[config.mk]
export PLATFORM = sky130hd
export DESIGN_NAME = cpu_trace_emitter
export DESIGN_NICKNAME = d
export VERILOG_FILES = /design/src/rtl/cpu_trace_emitter_pkg.sv /design/src/rtl/bin2bcd_dec4.sv /design/src/rtl/cpu_trace_emitter.sv
export SDC_FILE = /design/constraint.sdc
export NUM_CORES = 1
export LEC_CHECK = 0
export CAP_MARGIN = 25
export CORE_AREA = 2 2 139 195
export CTS_BUF_LIST = sky130_fd_sc_hd__clkbuf_4
export DETAILED_ROUTE_END_ITERATION = 10
export DIE_AREA = 0 0 141 197
export GPL_ROUTABILITY_DRIVEN = 0
export PLACE_DENSITY = 0.69
export SLEW_MARGIN = 20
export SYNTH_ARGS = -nofsm -noshare
export SYNTH_HDL_FRONTEND = slang
export SYNTH_HIERARCHICAL = 1
export SYNTH_SLANG_ARGS = --single-unit
[constraint.sdc]
create_clock -name clk -period 18.7 [get_ports clk]
set_clock_uncertainty 0.05 [all_clocks]
set_input_delay 5.61 -clock clk [delete_from_list [all_inputs] [get_ports clk]]
set_output_delay 5.61 -clock clk [all_outputs]
set_load 0.005 [all_outputs]
[src/rtl/cpu_trace_emitter_pkg.sv]
// Shared types, ASCII constants and helpers for the CPU trace emitter.
// Optional macro CPU_TRACE_NEWLINE_EN adds the ST_NL state (trailing '\n' per record).
package cpu_trace_pkg;

    localparam int MAX_TIME = 9999;

    typedef enum logic [4:0] {
        ST_IDLE, ST_CARET, ST_TIME, ST_AT, ST_PC, ST_COLON, ST_SP0, ST_TAG,
        ST_REG, ST_ADDR, ST_SP1, ST_LT, ST_EQ, ST_SP2, ST_DATA, ST_HASH
`ifdef CPU_TRACE_NEWLINE_EN
        , ST_NL
`endif
    } state_t;

`ifdef CPU_TRACE_NEWLINE_EN
    localparam state_t ST_LAST = ST_NL;
`else
    localparam state_t ST_LAST = ST_HASH;
`endif

    localparam logic [7:0] CH_CARET  = 8'h5e;
    localparam logic [7:0] CH_AT     = 8'h40;
    localparam logic [7:0] CH_COLON  = 8'h3a;
    localparam logic [7:0] CH_SPACE  = 8'h20;
    localparam logic [7:0] CH_DOLLAR = 8'h24;
    localparam logic [7:0] CH_STAR   = 8'h2a;
    localparam logic [7:0] CH_LT     = 8'h3c;
    localparam logic [7:0] CH_EQ     = 8'h3d;
    localparam logic [7:0] CH_HASH   = 8'h23;
    localparam logic [7:0] CH_NL     = 8'h0a;

    // Lowercase hex: 8'h57 + n == 8'h61 + (n - 10) for n >= 10.
    function automatic logic [7:0] hex_char(input logic [3:0] n);
        return (n < 4'd10) ? (8'h30 + {4'h0, n}) : (8'h57 + {4'h0, n});
    endfunction

endpackage

[src/rtl/bin2bcd_dec4.sv]
// Combinational 14-bit binary to 4-digit BCD (double dabble) plus significant-digit count.
// Inputs above 9999 are outside the range this block can represent.
module bin2bcd_dec4 (
    input  logic [13:0] bin,
    output logic [15:0] bcd,
    output logic [2:0]  ndig
);

    always_comb begin
        // NOTE: blocking assignments are required here -- each shift step reads the
        // value produced by the previous iteration within the same evaluation.
        bcd = '0;
        for (int i = 13; i >= 0; i--) begin
            for (int k = 0; k < 4; k++) begin
                if (bcd[4*k +: 4] >= 4'd5) begin
                    bcd[4*k +: 4] = bcd[4*k +: 4] + 4'd3;
                end
            end
            bcd = {bcd[14:0], bin[i]};
        end

        if (bcd[15:12] != 4'd0)     ndig = 3'd4;
        else if (bcd[11:8] != 4'd0) ndig = 3'd3;
        else if (bcd[7:4] != 4'd0)  ndig = 3'd2;
        else                        ndig = 3'd1;
    end

endmodule

[src/rtl/cpu_trace_emitter.sv]
// Serialises one captured register/memory commit record into an ASCII character stream.
// Optional macro CPU_TRACE_NEWLINE_EN appends a newline after '#'.
module cpu_trace_emitter
    import cpu_trace_pkg::*;
#(
    parameter int TIME_W   = 14,
    parameter int MAX_TIME = cpu_trace_pkg::MAX_TIME
) (
    input  logic              clk,
    input  logic              reset_n,
    input  logic              req_valid,
    output logic              req_ready,
    input  logic              req_type,
    input  logic [TIME_W-1:0] req_time,
    input  logic [31:0]       req_pc,
    input  logic [4:0]        req_grf,
    input  logic [31:0]       req_addr,
    input  logic [31:0]       req_data,
    output logic [7:0]        char,
    output logic              char_valid,
    input  logic              char_ready,
    output logic              busy,
    output logic              frame_done
);

    state_t      state_q, state_d;
    logic [2:0]  cnt_q, cnt_d;
    logic        type_q, type_d;
    logic [13:0] time_q, time_d;
    logic [31:0] pc_q, pc_d;
    logic [4:0]  grf_q, grf_d;
    logic [31:0] addr_q, addr_d;
    logic [31:0] data_q, data_d;
    logic [7:0]  char_q, char_d;
    logic        char_valid_q, char_valid_d;

    logic        accept_beat;
    logic [13:0] bcd_in;
    logic [15:0] bcd;
    logic [2:0]  ndig;

    assign accept_beat = char_valid_q && char_ready;

    // One converter serves both fields: grf only while entering/printing REG.
    assign bcd_in = (state_q == ST_TAG || state_q == ST_REG) ? {9'd0, grf_q} : time_q;

    bin2bcd_dec4 u_bcd (
        .bin  (bcd_in),
        .bcd  (bcd),
        .ndig (ndig)
    );

    always_comb begin
        // NOTE: every signal gets a default before the case so no latch is inferred.
        state_d = state_q;
        cnt_d   = cnt_q;
        type_d  = type_q;
        time_d  = time_q;
        pc_d    = pc_q;
        grf_d   = grf_q;
        addr_d  = addr_q;
        data_d  = data_q;

        if (state_q == ST_IDLE) begin
            if (req_valid) begin
                type_d  = req_type;
                time_d  = (req_time > TIME_W'(MAX_TIME)) ? 14'(MAX_TIME) : 14'(req_time);
                pc_d    = req_pc;
                grf_d   = req_grf;
                addr_d  = req_addr;
                data_d  = req_data;
                state_d = ST_CARET;
            end
        end else if (accept_beat) begin
            case (state_q)
                ST_CARET: begin state_d = ST_TIME; cnt_d = ndig - 3'd1; end
                ST_TIME:  if (cnt_q == 3'd0) state_d = ST_AT; else cnt_d = cnt_q - 3'd1;
                ST_AT:    begin state_d = ST_PC; cnt_d = 3'd7; end
                ST_PC:    if (cnt_q == 3'd0) state_d = ST_COLON; else cnt_d = cnt_q - 3'd1;
                ST_COLON: state_d = ST_SP0;
                ST_SP0:   state_d = ST_TAG;
                ST_TAG: begin
                    if (type_q) begin state_d = ST_ADDR; cnt_d = 3'd7; end
                    else        begin state_d = ST_REG;  cnt_d = ndig - 3'd1; end
                end
                ST_REG, ST_ADDR: if (cnt_q == 3'd0) state_d = ST_SP1; else cnt_d = cnt_q - 3'd1;
                ST_SP1:   state_d = ST_LT;
                ST_LT:    state_d = ST_EQ;
                ST_EQ:    state_d = ST_SP2;
                ST_SP2:   begin state_d = ST_DATA; cnt_d = 3'd7; end
                ST_DATA:  if (cnt_q == 3'd0) state_d = ST_HASH; else cnt_d = cnt_q - 3'd1;
`ifdef CPU_TRACE_NEWLINE_EN
                ST_HASH:  state_d = ST_NL;
                ST_NL:    state_d = ST_IDLE;
`else
                ST_HASH:  state_d = ST_IDLE;
`endif
                default:  state_d = ST_IDLE;
            endcase
        end
    end

    // The character is registered, so it is decoded from the state being entered.
    always_comb begin
        char_d = 8'h00;
        case (state_d)
            ST_CARET:        char_d = CH_CARET;
            ST_TIME, ST_REG: char_d = 8'h30 + {4'h0, bcd[{cnt_d[1:0], 2'b00} +: 4]};
            ST_AT:           char_d = CH_AT;
            ST_PC:           char_d = hex_char(pc_q[{cnt_d, 2'b00} +: 4]);
            ST_COLON:        char_d = CH_COLON;
            ST_SP0, ST_SP1, ST_SP2: char_d = CH_SPACE;
            ST_TAG:          char_d = type_q ? CH_STAR : CH_DOLLAR;
            ST_ADDR:         char_d = hex_char(addr_q[{cnt_d, 2'b00} +: 4]);
            ST_LT:           char_d = CH_LT;
            ST_EQ:           char_d = CH_EQ;
            ST_DATA:         char_d = hex_char(data_q[{cnt_d, 2'b00} +: 4]);
            ST_HASH:         char_d = CH_HASH;
`ifdef CPU_TRACE_NEWLINE_EN
            ST_NL:           char_d = CH_NL;
`endif
            default:         char_d = 8'h00;
        endcase
        char_valid_d = (state_d != ST_IDLE);
    end

    always_ff @(posedge clk or negedge reset_n) begin
        if (!reset_n) begin
            state_q      <= ST_IDLE;
            cnt_q        <= 3'd0;
            type_q       <= 1'b0;
            time_q       <= 14'd0;
            pc_q         <= 32'd0;
            grf_q        <= 5'd0;
            addr_q       <= 32'd0;
            data_q       <= 32'd0;
            char_q       <= 8'h00;
            char_valid_q <= 1'b0;
        end else begin
            state_q      <= state_d;
            cnt_q        <= cnt_d;
            type_q       <= type_d;
            time_q       <= time_d;
            pc_q         <= pc_d;
            grf_q        <= grf_d;
            addr_q       <= addr_d;
            data_q       <= data_d;
            char_q       <= char_d;
            char_valid_q <= char_valid_d;
        end
    end

    assign char       = char_q;
    assign char_valid = char_valid_q;
    assign busy       = (state_q != ST_IDLE);
    assign req_ready  = (state_q == ST_IDLE);
    assign frame_done = accept_beat && (state_q == ST_LAST);

endmodule

== Word-level counts from Yosys, hierarchy flattened ==
Cells that the tools add are included.

* Bits in registers: 133
* Input bits: 120
* Output and inout port bits: 12
* Word-level logic and storage cells: 175

* Add/subtract/negate cells: 35
* Shift-type cells: 4
* Equal/unequal tests: 30
* Order comparisons: 30
* Multiplexer cells: 50
* Reductions and logical operators: 16

{| class="wikitable"
|+ Operator list
! kind !! number
|-
| 2-to-1 mux 4 bit || 25
|-
| one-hot mux 8 bit (12 select lines) || 1
|-
| indexed part select 32 x 6 -> 4 bit || 3
|-
| >= comparator 4 x 3 -> 1 bit, second input constant || 22
|-
| adder 4 x 2 -> 4 bit, second input constant || 21
|-
| == test 5 x 4 -> 1 bit, second input constant || 16
|-
| one-hot mux 5 bit (13 select lines) || 1
|-
| == test 5 x 3 -> 1 bit, second input constant || 8
|-
| 2-to-1 mux 5 bit || 7
|-
| adder 6 x 4 -> 7 bit, first input constant || 4
|-
| 2-to-1 mux 14 bit || 2
|-
| adder 7 x 4 -> 8 bit, first input constant || 3
|-
| 2-to-1 mux 3 bit || 8
|-
| 2-to-1 mux 8 bit || 3
|-
| == test 5 x 2 -> 1 bit, second input constant || 4
|-
| indexed part select 16 x 5 -> 4 bit || 1
|-
| > comparator 14 bit, second input constant || 1
|-
| adder 3 x 2 -> 4 bit, second input constant || 3
|-
| >= comparator 3 bit, second input constant || 4
|-
| less-than comparator 4 bit, second input constant || 3
|-
| one-hot mux 3 bit (4 select lines) || 1
|-
| nonzero test 4 bit || 3
|-
| == test 5 x 1 -> 1 bit, second input constant || 2
|-
| nonzero test 5 bit || 2
|-
| other kinds (12) || 17
|}

== Depth between registers and ports, before layout ==
Gate-level depths: netlist of the first run.

* Depth in word-level cells: 38
* Gate-level depth with buffers: 72
* Gate-level depth less buffers: 67

== By module ==
The synthesis of the first run kept the hierarchy.

{| class="wikitable"
|+ By module, submodules not included
! module !! cells an instance !! area each (µm²) !! sequential area each (µm²) !! instances
|-
| cpu_trace_emitter || 851 || 7,150.6 || 3,303.2 || 1
|-
| bin2bcd_dec4 || 651 || 4,371.7 || 0.0 || 1
|}

== Worst setup path after synthesis of the first run ==
No wires, ideal clock.

* Kind: flip-flop to flip-flop
* From: register state_q[0]
* To: register char_q[4], in the netlist char[4]
* Path slack: 5.514 ns
* Cell stages (with the launch flop): 70
* Period minus slack after synthesis: 13.186 ns
* Required time: 18.511 ns
* Setup time: 0.139 ns
* Path buffers: 6
* Arrival time: 12.997 ns
* Cell sequence: dfrtp_1 -> and2_1 -> clkbuf_1 -> nand2_1 -> a2bb2oi_1 -> nor2_1 -> clkbuf_1 -> nor2b_1 -> buf_4 -> inv_1 -> ha_1 -> o21ai_0 -> mux2_2 -> ha_1 -> nand2b_1 -> and4_1 -> o221ai_2 -> ha_1 -> [... 34 more ...] -> or4b_1 -> a2111oi_2 -> inv_1 -> ha_1 -> xnor2_1 -> o22ai_1 -> o21a_1 -> nor2_2 -> inv_1 -> buf_2 -> buf_2 -> nand2_1 -> a311o_1 -> and2_1 -> ha_1 -> a211oi_1 -> nor2_1 -> or4_1

* Word-level cells in the longest chain between the ends: 38
* Elaborated cells on any way between the ends: 152
* Classes of those cells: add/sub: 34; order compare: 29; eq/ne: 29; shift: 4; mux: 46; reduce/logical: 10

{| class="wikitable"
|+ RTL lines
! item !! line !! RTL
|-
| start, declared || cpu_trace_emitter.sv:26 || <nowiki>state_t state_q, state_d;</nowiki>
|-
| start signal, assigned || cpu_trace_emitter.sv:140 || <nowiki>state_q <= state_d;</nowiki>
|-
| == test 5 x 3 -> 1 bit or == test 5 x 4 -> 1 bit (tied branches) || cpu_trace_emitter.sv:45 || <nowiki>assign bcd_in = (state_q == ST_TAG || state_q == ST_REG) ? {9'd0, grf_q} : time_q;</nowiki>
|-
| logical OR 1 bit (*) || cpu_trace_emitter.sv:45 ||
|-
| 2-to-1 mux 14 bit (*) || cpu_trace_emitter.sv:45 ||
|-
| named net bcd_in[12] || cpu_trace_emitter.sv:38 || <nowiki>logic [13:0] bcd_in;</nowiki>
|-
| adder 3 x 2 -> 4 bit or >= comparator 3 bit (tied branches) || bin2bcd_dec4.sv:16, bin2bcd_dec4.sv:15 ||
|-
| 2-to-1 mux 4 bit (*) || bin2bcd_dec4.sv:15 || <nowiki>if (bcd[4*k +: 4] >= 4'd5) begin</nowiki>
|-
| adder 4 x 2 -> 4 bit or >= comparator 4 x 3 -> 1 bit (tied branches) || bin2bcd_dec4.sv:16, bin2bcd_dec4.sv:15 ||
|-
| 2-to-1 mux 4 bit || bin2bcd_dec4.sv:15 ||
|-
| [... 18 more ...] || -- ||
|-
| named net bcd[7] || cpu_trace_emitter.sv:39 || <nowiki>logic [15:0] bcd;</nowiki>
|-
| [... 4 more ...] || -- ||
|-
| named net ndig[0] || cpu_trace_emitter.sv:40 || <nowiki>logic [2:0] ndig;</nowiki>
|-
| [... 3 more ...] || -- ||
|-
| 2-to-1 mux 3 bit (*) || cpu_trace_emitter.sv:74 || <nowiki>end else if (accept_beat) begin</nowiki>
|-
| 2-to-1 mux 3 bit (*) || cpu_trace_emitter.sv:64 || <nowiki>if (state_q == ST_IDLE) begin</nowiki>
|-
| named net cnt_d[2] || cpu_trace_emitter.sv:27 || <nowiki>logic [2:0] cnt_q, cnt_d;</nowiki>
|-
| indexed part select 32 x 6 -> 4 bit, on equally long branches || cpu_trace_emitter.sv:117, cpu_trace_emitter.sv:110, cpu_trace_emitter.sv:114 ||
|-
| adder 7 x 4 -> 8 bit (tied with other cells) || cpu_trace_emitter_pkg.sv:34 || <nowiki>return (n < 4'd10) ? (8'h30 + {4'h0, n}) : (8'h57 + {4'h0, n});</nowiki>
|-
| 2-to-1 mux 8 bit || cpu_trace_emitter_pkg.sv:34 ||
|-
| one-hot mux 8 bit (12 select lines) (*) || cpu_trace_emitter.sv:106 || <nowiki>case (state_d)</nowiki>
|-
| named net char_d[4] || cpu_trace_emitter.sv:34 || <nowiki>logic [7:0] char_q, char_d;</nowiki>
|-
| end signal, assigned || cpu_trace_emitter.sv:148 || <nowiki>char_q <= char_d;</nowiki>
|-
| end, declared || cpu_trace_emitter.sv:34 ||
|}

Mark *: on every way through the listed nets, which the timed path passes. The rest lies on a longest branch.
A chain may end at the register's enable or synchronous reset.

== Final worst setup path of the first run ==
* From: register state_q[1]
* To: register char_q[0], in the netlist char[0]

* Word-level cells in the longest chain between the ends: 38
* Elaborated cells on any way between the ends: 152
* Classes of those cells: add/sub: 34; order compare: 29; eq/ne: 29; shift: 4; mux: 46; reduce/logical: 10

{| class="wikitable"
|+ RTL lines
! item !! line !! RTL
|-
| == test 5 x 3 -> 1 bit or == test 5 x 4 -> 1 bit (tied branches) || cpu_trace_emitter.sv:45 ||
|-
| logical OR 1 bit (*) || cpu_trace_emitter.sv:45 ||
|-
| 2-to-1 mux 14 bit (*) || cpu_trace_emitter.sv:45 ||
|-
| named net bcd_in[12] || cpu_trace_emitter.sv:38 ||
|-
| adder 3 x 2 -> 4 bit or >= comparator 3 bit (tied branches) || bin2bcd_dec4.sv:16, bin2bcd_dec4.sv:15 ||
|-
| 2-to-1 mux 4 bit (*) || bin2bcd_dec4.sv:15 ||
|-
| adder 4 x 2 -> 4 bit or >= comparator 4 x 3 -> 1 bit (tied branches) || bin2bcd_dec4.sv:16, bin2bcd_dec4.sv:15 ||
|-
| 2-to-1 mux 4 bit || bin2bcd_dec4.sv:15 ||
|-
| [... 18 more ...] || -- ||
|-
| named net bcd[7] || cpu_trace_emitter.sv:39 ||
|-
| [... 4 more ...] || -- ||
|-
| named net ndig[0] || cpu_trace_emitter.sv:40 ||
|-
| [... 2 more ...] || -- ||
|-
| one-hot mux 3 bit (4 select lines) (*) || cpu_trace_emitter.sv:75 || <nowiki>case (state_q)</nowiki>
|-
| 2-to-1 mux 3 bit (*) || cpu_trace_emitter.sv:74 ||
|-
| 2-to-1 mux 3 bit (*) || cpu_trace_emitter.sv:64 ||
|-
| indexed part select 32 x 6 -> 4 bit, on equally long branches || cpu_trace_emitter.sv:117, cpu_trace_emitter.sv:110, cpu_trace_emitter.sv:114 ||
|-
| adder 7 x 4 -> 8 bit (tied with other cells) || cpu_trace_emitter_pkg.sv:34 ||
|-
| 2-to-1 mux 8 bit || cpu_trace_emitter_pkg.sv:34 ||
|-
| one-hot mux 8 bit (12 select lines) (*) || cpu_trace_emitter.sv:106 ||
|-
| named net char_d[0] || cpu_trace_emitter.sv:34 ||
|}

Marks and branches as above.

==> metrics.md, run 1 <==
| Metric | Value |
|---|---|
| Outcome | finished, final reports clean |
| PortBufs | 130 |
| Asr flop ratio synth | 1.00 |
| Core ar. | 26000 um^2 |
| Sequential share of the synthesized area | 0.287 |
| CTS H-Tree Depth | 4 |
| Reg clk slew, reported paths | 0.11 ns |
| Netlist cell types | 120 |
| Global-route wire length before repair | 55000 um |
| DR iter-0 viols | 825 |
| CP max-delay cell | or4b_1 |
| EDFF count, synth | 0 |
| Met1 usage | 0.278 |
| Ys Warns | 6 |
| FF+latch count, synth | 132 |
| CP startpoint kind | flip-flop |
| Layout Nets | 1720 |
| Top cell type's share of synthesized area | 0.287 |
| Synthesized area per cell | 7.67 um^2 |
| Layout cells sized above 1 | 0.0901 |
| WP buf/inv | 6 |
| Die height | 197 um |
| Syn Inst Count | 1502 |
| Grt total ovfl | 0 |
| Root buf cell | clkbuf_4 |
| Drt first pass iters | 6 |
| Grt peak-use layer | met2 |
| IO Count | 132 |
| Final Hold Vio Count | 0 |
| FMAX | 0.0658 GHz |
| Via-to-Cell Ratio | 6.02 |
| Delay-heaviest family, CP | simple AND/OR/NAND/NOR gates |
| Clock tree buffer depth | 2 |
| GRT Util Overall | 0.243 |
| Post-route ant nets | 0 |
| Worst EP required | 19.05 ns |
| Vias | 11500 |
| Inserted Clock Buffers | 17 |
| Max Slew Vio Count | 0 |
| Vias in the first global route | 11100 |
| GR Layer Usage met2 | 0.449 |
| Max stage delay on crit path | 0.58 ns |
| Remaining DRCs | 0 |
| Max cap viols | 0 |
| Wire length per cell | 17.7 um |
| DIE WIDTH | 141 um |
| Biggest area consumer among synthesized cells | dfrtp_1 |
| Critical Path End Type | flip-flop |
| Synth area leaders | dfrtp_1 (29%), nand2_1 (14%), mux2i_1 (3.3%), ha_1 (2.8%), nand3_1 (2.8%) |
| Core Rows | 70 |
| CP Max Fanout | 21 |
| Setup TNS | 0 ns |
| RSZ-0062 raised after global routing | false |
| Worst Max-Slew Pin Slew | 1.07 ns |
| Synthesized net count | 1648 |
| Final HPWL DP | 25500 um |
| TritonCTS clock tree | done |
| Setup bufs post-CTS | 0 |
| Synth-to-Final Area Change | 15.3% |
| Worst-Skew Late Latency | 0.57 ns |
| Fin crit share | 0.813 |
| Synth Cell Area | 11500 um^2 |
| Largest net degree at the start of global routing | 96 |
| Most common flop cell mapped by yosys | dfrtp_1 |
| Initial core utilization | 0.443 |
| Setup-failing EPs final | 0 |
| Critical Path AT | 15.54 ns |
| Critical setup path kind | flip-flop to flip-flop |
| Initial antenna violation count | 1 |
| GRT met3 Usage | 0.0277 |
| Die area | 27800 um^2 |
| Final WL | 33900 um |
| Cell repeated most along the worst path | ha_1 |
| Clock period minus worst slack | 15.20 ns |
| Post-CTS Resized | 0 |
| Hold buffer count at CTS | 0 |
| Hold crit path type | flip-flop to flip-flop |
| Sink Count | 132 |
| Rel. slew slack | 0.288 |
## through the flow
step	std cells	utilization	hold slack, ns	worst slack (ns)	cell area, um^2
finish	1912	0.511	0.432	3.50	13300
global route	1912	0.511	0.462	2.31	13300
global placement	1878	0.496	0.402	4.28	12900
detailed placement	1879	0.496	0.411	3.89	12900
floorplan	1502	-	0.381	5.51	11500
CTS	1911	0.511	0.439	3.83	13300
## worst min-delay path: stages, from the launching register on
cell     delay, ns
dfrtp_1       0.35
nand2_1       0.05
nand2_1       0.05
## per-layer routing
| layer | part of all wire | wire [um] |
|---|---|---|
| met5 | 0 | 0 |
| met4 | 0.039 | 1330 |
| met3 | 0.042 | 1440 |
| met2 | 0.52 | 17700 |
| met1 | 0.40 | 13500 |
## layout make-up
type,instances,area (um^2)
Antenna cell,1,2.50
Clock inverter,13,230
Fill cell,2453,12700
Clock buffer,19,143
Timing Repair Buffer,144,1410
Inverter,53,214
Multi-Input combinational cell,1226,7580
Tap cell,324,405
Sequential cell,132,3300
## Yosys cell counts, drive strengths merged, types with 7 or more instances
cell type / number
a2111oi: 8
a211o: 9
a211oi: 22
a21o: 11
a21oi: 48
a221oi: 8
a22o: 11
a22oi: 13
a311oi: 9
a31oi: 19
a32oi: 18
and2: 17
and3: 16
buf: 32
clkbuf: 59
clkinv: 7
dfrtp: 132
ha: 26
inv: 46
mux2: 20
mux2i: 39
nand2: 422
nand2b: 10
nand3: 65
nand4: 16
nor2: 80
nor2b: 20
nor3: 27
nor4: 7
o211ai: 16
o21ai: 64
o221ai: 9
o22a: 15
o22ai: 16
o31ai: 9
or2: 11
or3: 10
xnor2: 15
xor2: 9
## cells in the final DEF (no fill, tap or decap), drive strengths merged, types with 17 or more instances in the layout
| cell type | Yosys | final |
|---|---|---|
| a211oi | 22 | 22 |
| a21oi | 48 | 48 |
| a31oi | 19 | 19 |
| a32oi | 18 | 18 |
| and2 | 17 | 17 |
| clkbuf | 59 | 19 |
| clkdlybuf4s50 | 0 | 129 |
| dfrtp | 132 | 132 |
| ha | 26 | 26 |
| inv | 46 | 47 |
| mux2 | 20 | 20 |
| mux2i | 39 | 39 |
| nand2 | 422 | 422 |
| nand3 | 65 | 65 |
| nor2 | 80 | 80 |
| nor2b | 20 | 20 |
| nor3 | 27 | 27 |
| o21ai | 64 | 64 |
## worst paths after layout
check,start,to,slack (ns),cells past startpoint
worst max-delay path,state_q[1],char[0],3.50,61
worst min-delay path,pc_q[9],pc_q[9],0.43,2
worst max register to register,state_q[1],char[0],3.50,61
worst min register to register,pc_q[9],pc_q[9],0.43,2
max in group asynchronous,reset_n,data_q[4],12.28,2
min in group asynchronous,reset_n,grf_q[0],4.97,1
## cells by family after synthesis
group                      Yosys count  share of synthesized area
other                                1                   0.000325
AOI/OAI and AO/OA                  378                      0.256
buffers and inverters              144                     0.0566
muxes                               63                     0.0623
DFF                                132                      0.287
xor gates and xnor gates            24                     0.0189
adders and majority gates           28                     0.0301
and+or+nand+nor                    732                      0.289
## sequential cells by signal, summed over array words and instances, names as in the netlist
register    cells
cnt_q           3
state_q         5
type_q          1
time_q         14
grf_q           5
char            7
data_q         32
addr_q         32
pc_q           32
char_valid      1
Power of run 1 is not shown: default switching activity piles up to over one toggle a cycle in this logic, so the estimate is an artifact.
==> run 2, diff against run 1 <==
clock period = 15.46 ns   (was 18.7 ns; I/O delays follow)
==> run 2 against run 1 <==
Compared with the run above: register-to-register slack lost 2.4 ns; global-route usage is essentially flat; sequential share of layout area is essentially flat; hold slack lost 0.0029 ns; first-iteration DRC count shrank 0.12%; critical endpoint is now char[4]; utilization grew 0.13 points.
==> metrics.md, run 2 (same netlist as run 1, synthesis figures left out) <==
| Metric | Value |
|---|---|
| Synth-to-Final Area Change | 15.6% |
| WP buf/inv | 7 |
| Critical setup path kind | flip-flop to flip-flop |
| Die area | 27800 um^2 |
| Largest registers | addr_q (32), data_q (32), pc_q (32) |
| Clock tree buffer depth | 2 |
| R2R cell count | 64 |
| CP max-delay cell | or4b_1 |
| PnR worst setup slack | 1.09 ns |
| Delay-heaviest family, CP | simple AND/OR/NAND/NOR gates |
| Layout Nets | 1728 |
| Worst Max-Slew Pin Slew | 1.05 ns |
| TritonCTS clock tree | done |
| Setup-failing EPs final | 0 |
| Placed Instances | 1880 |
| Die height | 197 um |
| Reg clk slew, reported paths | 0.12 ns |
| Initial core utilization | 0.443 |
| DRT met1 WL | 13500 um |
| CP Max Fanout | 14 |
| Worst EP required | 15.86 ns |
| Pre-CTS WS | 0.394 ns |
| Setup TNS | 0 ns |
| RSZ-0062 raised after global routing | false |
| Cell repeated most along the worst path | ha_1 |
| Layout cells sized above 1 | 0.102 |
| R2r startpoint | state_q[0] |
| Final HPWL DP | 25300 um |
| Drt first pass iters | 6 |
| DIE WIDTH | 141 um |
| Largest net degree at the start of global routing | 94 |
| Met3 WL | 1580 um |
| Commonest non-fill, non-tap cell in the layout | nand2_1 |
| Max stage delay on crit path | 0.58 ns |
| Vias in the first global route | 11200 |
| Rel. slew slack | 0.299 |
| Worst hold path stage count | 2 |
| Inserted Clock Buffers | 17 |
| Clock period minus worst slack | 14.37 ns |
| Sink Count | 132 |
| Grt total ovfl | 0 |
| Hold crit path type | flip-flop to flip-flop |
| Via-to-Cell Ratio | 6.03 |
| Max cap viols | 0 |
| Critical Path AT | 14.77 ns |
| CP startpoint kind | flip-flop |
| HP Start | addr_q[7] |
| Commonest non-fill, non-tap cells in the layout | nand2_1 (420), dfrtp_1 (129), clkdlybuf4s50_1 (129) |
| Core Rows | 70 |
| FMAX | 0.0696 GHz |
| Critical Path End Type | flip-flop |
| Final WL | 34200 um |
| Post-Place Cell Area | 12900 um^2 |
| Outcome | finished, final reports clean |
| Final Hold Vio Count | 0 |
| Post-route ant nets | 0 |
| Highest routed layer | met4 |
| Reg-to-reg endpoint | char[4] |
| Met2 wire len | 17300 um |
| CTS H-Tree Depth | 4 |
| Core ar. | 26000 um^2 |
| IO Count | 132 |
| Finished Layout Cells | 1920 |
| Remaining DRCs | 0 |
| Hold EP | addr_q[7] |
| Global-route wire length before repair | 54800 um |
| Design area | 13300 um^2 |
| Root buf cell | clkbuf_4 |
| Wire length per cell | 17.8 um |
| Worst-Skew Late Latency | 0.57 ns |
| Fin crit share | 0.929 |
| Reg2Reg Setup Slack | 1.09 ns |
| DR iter-0 viols | 824 |
| GRT Util Overall | 0.243 |
| Hold buffer count at CTS | 0 |
| Max Slew Vio Count | 0 |
| Initial antenna violation count | 1 |
| PortBufs | 130 |
| Vias | 11600 |
run 2: cell types whose count changed in the layout (fill, tap and decap cells not counted), sizes merged:
cell    previous run  this run
bufinv             6         3
clkbuf            19        21
clkinv            10        14
inv               47        45
buf               15        22
run 2: per-layer routing:
layer  vias up  GRT usage
li1       5623          -
met3       104     0.0311
met5         -          0
met1      5425      0.280
met4         0      0.129
met2       433      0.436
run 2: repair_timing:
item	in CTS	in global routing
setup endpoints to repair	0	6
buffers inserted	0	6
resized for setup	0	17
run 2: through the flow:
stage                      util  hold WS [ns]
after floorplan               -         0.381
after global placement    0.497         0.404
after detailed placement  0.497         0.408
after CTS                 0.508         0.435
after global routing      0.512         0.450
final                     0.512         0.429
run 2: worst max-delay path by stage:
stage | startpoint | endpoint | slack [ns] | cells after the start
floorplan | state_q[0] | char[4] | 2.27 | 69
global placement | state_q[0] | char[4] | 0.98 | 62
detailed placement | state_q[0] | char[4] | 0.39 | 63
CTS | state_q[0] | char[4] | 0.33 | 63
global route | state_q[1] | char[2] | 0.06 | 62
finish | state_q[0] | char[4] | 1.09 | 64
run 2: final cells by class:
class                   instances  area [um^2]
diodes                          1         2.50
clock buffers                  21          158
clock inverters                11          135
fillers                      2477        12700
inverters                      53          218
multi-input cells            1226         7620
flip-flops and latches        132         3310
well taps                     324          405
repair buffers                151         1460
repair inverters                1         7.51
run 2: worst reg2reg max path, delay by kind of cell, from the launching register on:
kind | cells | cell delay, ns
and+or+nand+nor | 23 | 4.62
AOI/OAI and AO/OA | 18 | 4.45
adders and majority gates | 12 | 2.90
muxes | 3 | 0.80
buffers and inverters | 7 | 0.78
DFF | 1 | 0.51
xor gates and xnor gates | 1 | 0.15
Power of run 2 is left out for the same reason.
